`src/rtl/mna_resp_flit_parser.sv`:
```
// mna_resp_flit_parser: turns NoC response flits (header + tail) into a single
// AXI4-Lite R or B beat. One response is in flight at a time; the flit
// interface is back-pressured while the R/B beat waits for its handshake.
//
// Optional feature: define MNA_RESP_PROTO_ERR_CNT_EN to add the saturating
// protocol-error counter output err_cnt.
//
// state     | meaning
// ----------+------------------------------------------------------------
// IDLE      | waiting for a header flit; tails and invalid flits dropped
// WAIT_TAIL | header latched, waiting for a tail on the same VC
// RESP_R    | read data presented on R channel, waiting for rready
// RESP_B    | write response presented on B channel, waiting for bready

module mna_resp_flit_parser #(
    parameter int FLIT_W = 37,
    parameter int DATA_W = 32
) (
    input  logic              clk,
    input  logic              rst_n,
    input  logic [FLIT_W-1:0] flit_in,
    input  logic              flit_valid,
    output logic              flit_ready,
    output logic [DATA_W-1:0] rdata,
    output logic [1:0]        rresp,
    output logic              rvalid,
    input  logic              rready,
    output logic [1:0]        bresp,
    output logic              bvalid,
    input  logic              bready,
    output logic [3:0]        src_addr,
    output logic [2:0]        vc_id
`ifdef MNA_RESP_PROTO_ERR_CNT_EN
    ,
    output logic [7:0]        err_cnt
`endif
);

    typedef enum logic [1:0] {
        IDLE      = 2'd0,
        WAIT_TAIL = 2'd1,
        RESP_R    = 2'd2,
        RESP_B    = 2'd3
    } state_t;

    localparam logic [1:0] TYPE_HDR  = 2'b10;
    localparam logic [1:0] TYPE_TAIL = 2'b01;

    state_t            state_q, state_d;
    logic              rdy_en_q, rdy_en_d;
    logic              rd_flag_q, rd_flag_d;
    logic [3:0]        src_q, src_d;
    logic [2:0]        vc_q, vc_d;
    logic [DATA_W-1:0] rdata_q, rdata_d;
    logic [1:0]        bresp_q, bresp_d;

    logic [1:0]        f_type;
    logic [2:0]        f_vc;
    logic [31:0]       f_payload;
    logic              accept;

    // Field extraction and handshake qualification for the incoming flit.
    always_comb begin
        f_type    = flit_in[36:35];
        f_vc      = flit_in[34:32];
        f_payload = flit_in[31:0];
        // rdy_en_q keeps flit_ready low through reset and the first edge after it
        flit_ready = rdy_en_q && ((state_q == IDLE) || (state_q == WAIT_TAIL));
        accept     = flit_valid && flit_ready;
    end

    // Next-state and latch-enable logic for the response FSM.
    always_comb begin
        state_d   = state_q;
        rdy_en_d  = 1'b1;
        rd_flag_d = rd_flag_q;
        src_d     = src_q;
        vc_d      = vc_q;
        rdata_d   = rdata_q;
        bresp_d   = bresp_q;
        unique case (state_q)
            IDLE: begin
                if (accept && (f_type == TYPE_HDR)) begin
                    rd_flag_d = flit_in[0];
                    src_d     = flit_in[31:28];
                    vc_d      = f_vc;
                    state_d   = WAIT_TAIL;
                end
            end
            WAIT_TAIL: begin
                if (accept) begin
                    if (f_type == TYPE_HDR) begin
                        // a fresh header supersedes the one still waiting for its tail
                        rd_flag_d = flit_in[0];
                        src_d     = flit_in[31:28];
                        vc_d      = f_vc;
                    end else if ((f_type == TYPE_TAIL) && (f_vc == vc_q)) begin
                        if (rd_flag_q) begin
                            rdata_d = DATA_W'(f_payload);
                            state_d = RESP_R;
                        end else begin
                            bresp_d = f_payload[1:0];
                            state_d = RESP_B;
                        end
                    end
                end
            end
            RESP_R: begin
                if (rready) state_d = IDLE;
            end
            RESP_B: begin
                if (bready) state_d = IDLE;
            end
            default: state_d = IDLE;
        endcase
    end

    // State and datapath registers; reset discards any pending response.
    always_ff @(posedge clk or negedge rst_n) begin
        if (!rst_n) begin
            state_q   <= IDLE;
            rdy_en_q  <= 1'b0;
            rd_flag_q <= 1'b0;
            src_q     <= '0;
            vc_q      <= '0;
            rdata_q   <= '0;
            bresp_q   <= '0;
        end else begin
            state_q   <= state_d;
            rdy_en_q  <= rdy_en_d;
            rd_flag_q <= rd_flag_d;
            src_q     <= src_d;
            vc_q      <= vc_d;
            rdata_q   <= rdata_d;
            bresp_q   <= bresp_d;
        end
    end

    // Output drive straight from state and registered fields.
    always_comb begin
        rvalid   = (state_q == RESP_R);
        bvalid   = (state_q == RESP_B);
        rdata    = rdata_q;
        rresp    = 2'b00;
        bresp    = bresp_q;
        src_addr = src_q;
        vc_id    = vc_q;
    end

`ifdef MNA_RESP_PROTO_ERR_CNT_EN
    logic       err_hit;
    logic [7:0] err_cnt_q, err_cnt_d;

    // An accepted flit is an error unless it is a header in IDLE or a matching tail in WAIT_TAIL.
    always_comb begin
        err_hit = accept &&
                  !(((state_q == IDLE) && (f_type == TYPE_HDR)) ||
                    ((state_q == WAIT_TAIL) && (f_type == TYPE_TAIL) && (f_vc == vc_q)));
        err_cnt_d = err_cnt_q;
        if (err_hit && (err_cnt_q != 8'hFF)) err_cnt_d = err_cnt_q + 8'd1;
    end

    // Saturating error counter register.
    always_ff @(posedge clk or negedge rst_n) begin
        if (!rst_n) err_cnt_q <= '0;
        else        err_cnt_q <= err_cnt_d;
    end

    assign err_cnt = err_cnt_q;
`endif

endmodule
```
`config.mk`:
```
export PLATFORM = sky130hd
export DESIGN_NAME = mna_resp_flit_parser
export DESIGN_NICKNAME = d
export VERILOG_FILES = /design/src/rtl/mna_resp_flit_parser.sv
export SDC_FILE = /design/constraint.sdc
export NUM_CORES = 1
export LEC_CHECK = 0
export CORE_UTILIZATION = 43
export CTS_BUF_LIST = sky130_fd_sc_hd__clkbuf_4
export DETAILED_ROUTE_END_ITERATION = 10
export MAX_ROUTING_LAYER = met4
export PLACE_DENSITY = 0.8
export SLEW_MARGIN = 20
export SYNTH_ARGS = -nofsm -noshare
export SYNTH_HDL_FRONTEND = slang
export SYNTH_SLANG_ARGS = --single-unit
```
`constraint.sdc`:
```
create_clock -name clk -period 2.11 [get_ports clk]
set_clock_uncertainty 0.05 [all_clocks]
set_input_delay 0.422 -clock clk [delete_from_list [all_inputs] [get_ports clk]]
set_output_delay 0.422 -clock clk [all_outputs]
set_load 0.005 [all_outputs]
```
* After elaboration in Yosys (flattened, before gate mapping)
Index checks and enable logic that the tools add are counted.
** Word-level totals
- Bits of input ports :: 42
- Logic and storage cells :: 53
- Bits in registers :: 45
** Operators by class
- Equality and inequality tests :: 13
- Bitwise gates (word level) :: 2
- Mux-type cells :: 20
- Reductions and logical operators :: 11
** Operator list (number)
- 2-bit two-way mux :: 6
- 4-bit two-way mux :: 3
- 2-bit by 1-bit inequality test with 1-bit output, second input constant :: 5
- 5-bit AND reduction :: 2
- 3-bit two-way mux :: 3
- 2-bit one-hot mux with 4 select lines :: 1
- 4-bit one-hot mux with 2 select lines :: 1
- 2-bit equality test, second input constant :: 3
- 3-bit one-hot mux with 2 select lines :: 1
- 6-bit AND reduction :: 1
- 2-bit by 1-bit equality test with 1-bit output, second input constant :: 2
- 1-bit logical AND :: 4
- 1-bit two-way mux :: 4
- 2-bit inequality test, second input constant :: 2
- 4-bit AND reduction :: 1
- 3-bit equality test :: 1
- 2-bit logical NOT :: 1
- 1-bit NOT :: 2
- 1-bit one-hot mux with 2 select lines :: 1
- 2-bit nonzero test :: 1
- 1-bit logical OR :: 1

* Depth between registers and ports, before layout
Gate-level depths: netlist (run 1).
- Word-level depth :: 7
- Gate-level depth with buffers :: 5

* Worst setup path before layout (run 1)
Ideal clock, no wire load.
- Path type :: register -> register
- Start point :: register vc_q[2] (netlist: vc_id[2])
- End point :: register rdata_q[0] (netlist: rdata[0])
- Setup slack :: 332 ps
- Arrival :: 1603 ps
- Stages on the path, launching flop included :: 6
- Data required time :: 1935 ps
- Buffers on the path :: 1
- Cell sequence :: dfrtp_1 -> xor2_1 -> nor4_4 -> nand4_4 -> buf_6 -> mux2_4
** On the way
- Word-level cells in the longest chain between the ends :: 3
** RTL lines
- start, declared :: RTL line 53 : logic [2:0] vc_q, vc_d;
- start signal, assigned :: RTL line 133 : vc_q <= vc_d;
- 3-bit equality test :: RTL line 97 : end else if ((f_type == TYPE_TAIL) && (f_vc == vc_q)) begin
- 1-bit logical AND :: RTL line 97
- 5-bit AND reduction (no source line)
- end signal, assigned :: RTL line 134 : rdata_q <= rdata_d;
- end, declared :: RTL line 54 : logic [DATA_W-1:0] rdata_q, rdata_d;
No other way between the ends.
A chain may end at the register's enable or synchronous reset.

* Worst setup path in the final report (run 1)
- Start point :: register state_q[0]
- End point :: output port bvalid
** On the way
- Word-level cells in the longest chain between the ends :: 1
** RTL lines
- start, declared :: RTL line 49 : state_t state_q, state_d;
- start signal, assigned :: RTL line 129 : state_q <= state_d;
- 2-bit equality test :: RTL line 142 : bvalid = (state_q == RESP_B);
- end, declared :: RTL line 29 : output logic bvalid,
No other way between the ends.

==> metrics.txt, run 1 <==
# TYPE chip_impl_metric gauge
chip_impl_info{name="run_status",value="complete, no violations"} 1
chip_impl_metric{name="antennaDiodeCount",unit=""} 0
chip_impl_metric{name="async_reset_ff_share",unit="%"} 100.0
chip_impl_info{name="mostFrequentLayoutCells",value="sky130_fd_sc_hd__clkdlybuf4s50_1 (84), sky130_fd_sc_hd__dfrtp_1 (44), sky130_fd_sc_hd__mux2_4 (30), sky130_fd_sc_hd__mux2_2 (12), sky130_fd_sc_hd__clkbuf_4 (5)"} 1
chip_impl_metric{name="post-route-period-util",unit="%"} 93.54
chip_impl_info{name="timing.setup.critical_path_class",value="reg2out"} 1
chip_impl_metric{name="clock_latency",unit="ns"} 0.35
chip_impl_metric{name="nets",unit=""} 253
chip_impl_metric{name="clockBufferDepth",unit=""} 2
chip_impl_metric{name="postRouteAntennaNets",unit=""} 0
chip_impl_metric{name="drtPass1Iterations",unit=""} 2
chip_impl_metric{name="synth-edff-count",unit=""} 0
chip_impl_metric{name="wl_per_cell",unit="um"} 14.67
chip_impl_metric{name="layout_setup_ws",unit="ns"} 0.1364
chip_impl_metric{name="place_worst_setup_slack",unit="ns"} -0.1442
chip_impl_metric{name="placeableCoreArea",unit="um2"} 4354
chip_impl_info{name="timing.critical_path.max_delay_family",value="buffers and inverters"} 1
chip_impl_metric{name="syn_area_per_cell",unit="um2"} 16.97
chip_impl_metric{name="drive_above_1_share",unit="%"} 30.66
chip_impl_metric{name="die_height",unit="um"} 69.38
chip_impl_metric{name="min_period",unit="ns"} 1.974
chip_impl_metric{name="routabilityCongestion",unit=""} 0.7263
chip_impl_info{name="postSynth.topFlopCell",value="sky130_fd_sc_hd__dfrtp_1"} 1
chip_impl_metric{name="synth_seq_area_share",unit="%"} 57.69
chip_impl_metric{name="worstSetupPathDepth",unit=""} 2
chip_impl_metric{name="power_density",unit="nW/um2"} 675.7
chip_impl_info{name="rsz0062_at_grt",value="no"} 1
chip_impl_metric{name="worstHoldPathCells",unit=""} 1
chip_impl_metric{name="cp_data_required_time",unit="ns"} 1.64
chip_impl_metric{name="largest_net_degree_at_the_start_of_global_routing",unit=""} 46
chip_impl_info{name="crit_chain",value="and2_1 -> clkdlybuf4s50_1"} 1
chip_impl_metric{name="die_area",unit="um2"} 4813
chip_impl_metric{name="first_pass_grt_wire_length",unit="um"} 6486
chip_impl_metric{name="numCtsBuffers",unit=""} 5
chip_impl_metric{name="grt_pass1_vias",unit=""} 1359
chip_impl_metric{name="instances_no_fill",unit=""} 264
chip_impl_info{name="mostFrequentLayoutCell",value="sky130_fd_sc_hd__clkdlybuf4s50_1"} 1
chip_impl_metric{name="layout.core_utilization",unit="%"} 68.36
chip_impl_metric{name="num_vias",unit=""} 1262
chip_impl_metric{name="timing_hold_violations_final",unit=""} 0
chip_impl_metric{name="routed_via_density",unit=""} 4.780
chip_impl_metric{name="synth.cell_area",unit="um2"} 1952
chip_impl_metric{name="ff2ff_path_depth",unit=""} 5
chip_impl_info{name="r2r_end",value="rdata[17]$_DFFE_PN0P_"} 1
chip_impl_metric{name="layout.filler_cells",unit=""} 288
chip_impl_info{name="regToRegStartpoint",value="vc_id[2]$_DFFE_PN0P_"} 1
chip_impl_info{name="clockRootBuffer",value="sky130_fd_sc_hd__clkbuf_4"} 1
chip_impl_metric{name="drt_iter0_drc",unit=""} 35
chip_impl_metric{name="fp-row-count",unit=""} 24
chip_impl_metric{name="timing.fmax",unit="MHz"} 506.7
chip_impl_metric{name="whs",unit="ns"} 0.4757
chip_impl_metric{name="placed_cells",unit=""} 255
chip_impl_metric{name="grt_antenna_before_repair",unit=""} 0
chip_impl_metric{name="cts_htree_levels",unit=""} 2
chip_impl_metric{name="routed_wirelength",unit="um"} 3874
chip_impl_metric{name="worstPathArrival",unit="ns"} 1.50
chip_impl_metric{name="placedInstanceArea",unit="um2"} 2908
chip_impl_metric{name="irDropWorstVdd",unit="mV"} 0.4482
chip_impl_metric{name="max_cap_violations",unit=""} 0
chip_impl_metric{name="ios",unit=""} 88
chip_impl_metric{name="dp_hpwl",unit="um"} 2927
chip_impl_metric{name="finish.instance_area",unit="um2"} 2977
chip_impl_metric{name="count_of_warnings_emitted_by_yosys",unit=""} 0
chip_impl_metric{name="critical_path_peak_fanout",unit=""} 7
chip_impl_metric{name="power.total",unit="mW"} 2.011
chip_impl_metric{name="critPathMaxStageDelay",unit="ns"} 0.51
chip_impl_metric{name="setup_violations",unit=""} 0
chip_impl_metric{name="start_util",unit="%"} 44.83
chip_impl_metric{name="port_buffers",unit=""} 85
chip_impl_metric{name="count_of_buffer_and_inverter_cells_on_the_critical_path",unit=""} 1
chip_impl_metric{name="clock_transition_at_path_regs",unit="ns"} 0.13
chip_impl_info{name="crit_path_top_delay_cell",value="sky130_fd_sc_hd__clkdlybuf4s50_1"} 1
chip_impl_info{name="critical_path_endpoint_category",value="primary output"} 1
chip_impl_metric{name="drcViolationCount",unit=""} 0
chip_impl_metric{name="setup_tns",unit="ns"} 0
chip_impl_metric{name="number_of_sinks_driven_by_the_clock_tree",unit=""} 45
chip_impl_metric{name="die_width",unit="um"} 69.38
chip_impl_metric{name="yosysUniqueCellTypes",unit=""} 22
chip_impl_metric{name="globalRouteTotalUtil",unit="%"} 17.56
chip_impl_metric{name="worst_reg2reg_setup_slack",unit="ns"} 0.31
chip_impl_metric{name="postSynthCellCount",unit=""} 115
chip_impl_info{name="hold_path.class",value="reg2reg"} 1
chip_impl_metric{name="power.static_leakage",unit="nW"} 1.430
chip_impl_info{name="timing.critical_path.to",value="bvalid"} 1
chip_impl_info{name="start_kind",value="register"} 1
chip_impl_info{name="worst_setup_path_startpoint",value="state_q[0]$_DFFE_PN0P_"} 1
chip_impl_info{name="cts_tree",value="yes"} 1
chip_impl_metric{name="flow.area_growth_from_synthesis",unit="%"} 52.50
chip_impl_metric{name="ys_ff_latch",unit=""} 45
chip_impl_metric{name="final-max-slew-violation-count",unit=""} 0
chip_impl_metric{name="grt.overflow.total",unit=""} 0
[synthesized netlist by cell type (2+ instances only)]
cell type | instances | area share (%)
sky130_fd_sc_hd__dfrtp_1 | 45 | 58
sky130_fd_sc_hd__mux2_4 | 30 | 23
sky130_fd_sc_hd__mux2_2 | 12 | 6.9
sky130_fd_sc_hd__buf_6 | 3 | 1.7
sky130_fd_sc_hd__inv_1 | 3 | 0.58
sky130_fd_sc_hd__buf_4 | 2 | 0.77
sky130_fd_sc_hd__conb_1 | 2 | 0.38
sky130_fd_sc_hd__nand2_1 | 2 | 0.38
sky130_fd_sc_hd__nor2b_1 | 2 | 0.64
sky130_fd_sc_hd__xor2_1 | 2 | 0.90
[how the worst min path moves through the flow]
stage	startpoint	endpoint
final	rdata[8]$_DFFE_PN0P_	rdata[8]$_DFFE_PN0P_
after detailed placement	rst_n	rdata[11]$_DFFE_PN0P_
after CTS	rdata[26]$_DFFE_PN0P_	rdata[26]$_DFFE_PN0P_
after floorplan	rst_n	bresp[0]$_DFFE_PN0P_
after global routing	rdata[30]$_DFFE_PN0P_	rdata[30]$_DFFE_PN0P_
after global placement	rst_n	rdata[6]$_DFFE_PN0P_
[sequential cells by signal, summed over array words and instances (netlist names)]
signal and flops:
bresp 2, rd_flag_q 1, rdata 32, rdy_en_q 1, src_addr 4, state_q 2
vc_id 3
[final cells by class]
type / instances / area [um2] / area share (%)
clock buffers: 5 / 37.54 / 1.261
clock inverters: 3 / 17.52 / 0.5885
inverters: 3 / 11.26 / 0.3783
multi-input cells: 63 / 772.0 / 25.94
flip-flops and latches: 45 / 1127 / 37.87
well taps: 52 / 65.06 / 2.186
repair buffers: 93 / 945.9 / 31.78
[cell families after synthesis]
kind of cell           share of synthesized area, %
AO/OA/AOI/OAI                                 1.218
XOR/XNOR                                      1.346
buffers and inverters                         3.077
flip-flops                                    57.69
multiplexers                                  30.00
other                                        0.3848
AND/OR/NAND/NOR                               6.283
[per-layer routing]
layer	track usage (%)	vias up	share of wire, %
li1	-	590	-
met1	22.21	611	44
met3	5.378	7	6.3
met5	-	-	0
met4	6.122	0	1.4
met2	26.86	54	48
[worst reg2reg max path: stages (launching register included)]
cell,delay (ns)
sky130_fd_sc_hd__dfrtp_1,0.42
sky130_fd_sc_hd__xor2_1,0.19
sky130_fd_sc_hd__nor4_4,0.36
sky130_fd_sc_hd__nand4_4,0.17
sky130_fd_sc_hd__buf_12,0.20
sky130_fd_sc_hd__mux2_4,0.31
[timing repair]
action,4_1_cts,5_1_grt
hold buffers,1,0
buffers inserted,0,0
hold endpoints to repair,45,0
gates resized for setup,0,2
endpoints found under the setup margin,0,2
[report_power, final]
group / switching [mW] / internal, mW
Combinational: 0.143 / 0.390
Clock: 0.275 / 0.126
Sequential: 0.0953 / 0.982
(Power assumes the default switching activity.)
==> inputs of run 2 (changes only) <==
--- a/config.mk
+++ b/config.mk
@@ -10,6 +10,7 @@
 export DETAILED_ROUTE_END_ITERATION = 10
 export MAX_ROUTING_LAYER = met4
 export PLACE_DENSITY = 0.8
+export RECOVER_POWER = 50
 export SLEW_MARGIN = 20
 export SYNTH_ARGS = -nofsm -noshare
 export SYNTH_HDL_FRONTEND = slang
==> metrics.txt, run 2 (synthesis results as in run 1) <==
# TYPE chip_impl_metric gauge
chip_impl_info{name="clockRootBuffer",value="sky130_fd_sc_hd__clkbuf_4"} 1
chip_impl_metric{name="cp_data_required_time",unit="ns"} 2.31
chip_impl_metric{name="power.total",unit="mW"} 1.992
chip_impl_metric{name="antennaDiodeCount",unit=""} 0
chip_impl_metric{name="fp-row-count",unit=""} 24
chip_impl_info{name="start_kind",value="input port"} 1
chip_impl_metric{name="die_width",unit="um"} 69.38
chip_impl_metric{name="drtPass1Iterations",unit=""} 4
chip_impl_info{name="critical_path_endpoint_category",value="register"} 1
chip_impl_metric{name="numCtsBuffers",unit=""} 5
chip_impl_metric{name="whs",unit="ns"} 0.4709
chip_impl_metric{name="final-max-slew-violation-count",unit=""} 0
chip_impl_metric{name="cts_htree_levels",unit=""} 2
chip_impl_metric{name="routabilityCongestion",unit=""} 0.7263
chip_impl_metric{name="max_cap_violations",unit=""} 0
chip_impl_metric{name="irDropWorstVdd",unit="mV"} 0.4474
chip_impl_metric{name="relSlewSlack",unit="%"} 28.70
chip_impl_info{name="mostFrequentLayoutCell",value="sky130_fd_sc_hd__clkdlybuf4s50_1"} 1
chip_impl_metric{name="timing_hold_violations_final",unit=""} 0
chip_impl_metric{name="drive_above_1_share",unit="%"} 30.19
chip_impl_metric{name="critical_path_peak_fanout",unit=""} 9
chip_impl_metric{name="clock_latency",unit="ns"} 0.35
chip_impl_metric{name="ios",unit=""} 88
chip_impl_metric{name="timing.fmax",unit="MHz"} 497.4
chip_impl_metric{name="start_util",unit="%"} 44.83
chip_impl_metric{name="wl_per_cell",unit="um"} 14.58
chip_impl_metric{name="min_period",unit="ns"} 2.011
chip_impl_metric{name="post-route-period-util",unit="%"} 95.28
chip_impl_metric{name="drt_iter0_drc",unit=""} 37
chip_impl_metric{name="setup_tns",unit="ns"} 0
chip_impl_metric{name="placeableCoreArea",unit="um2"} 4354
chip_impl_metric{name="postRouteAntennaNets",unit=""} 0
chip_impl_metric{name="grt.overflow.total",unit=""} 0
chip_impl_info{name="min_from",value="bresp[1]$_DFFE_PN0P_"} 1
chip_impl_metric{name="globalRouteTotalUtil",unit="%"} 17.56
chip_impl_metric{name="layout.core_utilization",unit="%"} 67.93
chip_impl_metric{name="clockBufferDepth",unit=""} 2
chip_impl_metric{name="clock_transition_at_path_regs",unit="ns"} 0.13
chip_impl_info{name="rsz0062_at_grt",value="no"} 1
chip_impl_metric{name="number_of_sinks_driven_by_the_clock_tree",unit=""} 45
chip_impl_metric{name="worstPathArrival",unit="ns"} 2.21
chip_impl_info{name="mostFrequentLayoutCells",value="sky130_fd_sc_hd__clkdlybuf4s50_1 (72), sky130_fd_sc_hd__dfrtp_1 (44), sky130_fd_sc_hd__mux2_4 (30), sky130_fd_sc_hd__dlygate4sd3_1 (13), sky130_fd_sc_hd__mux2_2 (12)"} 1
chip_impl_metric{name="routed_wirelength",unit="um"} 3848
chip_impl_info{name="run_status",value="complete, no violations"} 1
chip_impl_metric{name="largest_reg_flops",unit=""} 32
chip_impl_metric{name="port_buffers",unit=""} 85
chip_impl_info{name="cts_tree",value="yes"} 1
chip_impl_info{name="hold_path.class",value="reg2reg"} 1
chip_impl_metric{name="power_density",unit="nW/um2"} 673.4
chip_impl_metric{name="die_height",unit="um"} 69.38
chip_impl_metric{name="dp_hpwl",unit="um"} 2927
chip_impl_metric{name="grt_antenna_before_repair",unit=""} 0
chip_impl_info{name="timing.setup.critical_path_class",value="in2reg"} 1
chip_impl_metric{name="setup_violations",unit=""} 0
chip_impl_metric{name="routed_via_density",unit=""} 4.784
chip_impl_metric{name="drcViolationCount",unit=""} 0
chip_impl_info{name="regToRegStartpoint",value="state_q[1]$_DFFE_PN0P_"} 1
chip_impl_metric{name="largest_net_degree_at_the_start_of_global_routing",unit=""} 46
chip_impl_metric{name="die_area",unit="um2"} 4813
chip_impl_info{name="worst_setup_path_startpoint",value="flit_valid"} 1
chip_impl_metric{name="worst_slew_pin_slew",unit="ns"} 1.070
chip_impl_metric{name="power.static_leakage",unit="nW"} 1.455
chip_impl_metric{name="grt_pass1_vias",unit=""} 1359
chip_impl_metric{name="first_pass_grt_wire_length",unit="um"} 6486
chip_impl_metric{name="nets",unit=""} 253
chip_impl_metric{name="flow.area_growth_from_synthesis",unit="%"} 51.54
chip_impl_metric{name="num_vias",unit=""} 1263
[run 2: cell types whose count changed in the layout (fill, tap and decap cells not counted)]
cell                              previous run  this run
sky130_fd_sc_hd__clkdlybuf4s50_1            84        72
sky130_fd_sc_hd__clkbuf_4                    5         6
sky130_fd_sc_hd__buf_4                       4         2
sky130_fd_sc_hd__clkbuf_2                    0         1
sky130_fd_sc_hd__clkbuf_1                    0         1
sky130_fd_sc_hd__buf_12                      3         2
sky130_fd_sc_hd__dlygate4sd3_1               1        13
[run 2: power by group]
| part | internal [mW] | switching (mW) | total (mW) |
|---|---|---|---|
| clock | 0.126 | 0.271 | 0.397 |
| sequential | 0.982 | 0.0940 | 1.08 |
| combinational | 0.375 | 0.143 | 0.518 |
| total | 1.48 | 0.508 | 1.99 |
[run 2: worst max-delay path: stages]
cell and delay [ns]:
sky130_fd_sc_hd__dlygate4sd3_1 0.58, sky130_fd_sc_hd__nand3b_4 0.10, sky130_fd_sc_hd__buf_4 0.14, sky130_fd_sc_hd__nor3b_2 0.16, sky130_fd_sc_hd__clkbuf_1 0.41, sky130_fd_sc_hd__mux2_2 0.39
[run 2: cell type report]
cell class / count / area (um2)
clock buffers: 5 / 37.54
inverters: 3 / 11.26
clock inverters: 3 / 17.52
flip-flops and latches: 45 / 1127
repair buffers: 93 / 927.1
well taps: 52 / 65.06
fillers: 292 / 1396
multi-input cells: 63 / 772.0
[run 2: final timing paths]
| check | slack [ns] | cells past startpoint | end |
|---|---|---|---|
| setup / recovery | 0.1 | 6 | src_addr[0]$_DFFE_PN0P_ |
| hold / removal | 0.47 | 1 | bresp[1]$_DFFE_PN0P_ |
| setup reg to reg | 0.24 | 5 | src_addr[0]$_DFFE_PN0P_ |
| hold reg to reg | 0.47 | 1 | bresp[1]$_DFFE_PN0P_ |
| max in group asynchronous | 0.47 | 3 | state_q[0]$_DFFE_PN0P_ |
| min in group asynchronous | 0.82 | 3 | rdata[8]$_DFFE_PN0P_ |
[run 2: layer usage]
layer,wire [um],GRT usage [%],vias up
met5,0,-,-
met4,56,6.122,0
li1,-,-,589
met3,242,5.378,8
met1,1667,22.21,613
met2,1882,26.86,53
[run 2: what timing repair did]
action                                 in CTS  in global routing
hold buffers                                1                  0
setup endpoints to repair                   0                  2
endpoints found under the hold margin      45                  0
resized for setup                           0                  2
setup buffers                               0                  0
[run 2: stage by stage]
step	cell area [um2]	std cells	worst slack, ns
5_1_grt	2958	264	0.02946
2_1_floorplan	1956	116	0.3320
4_1_cts	2973	264	0.04194
6_report	2958	264	0.09949
3_5_place_dp	2908	255	-0.1442
3_3_place_gp	2908	255	-0.1204
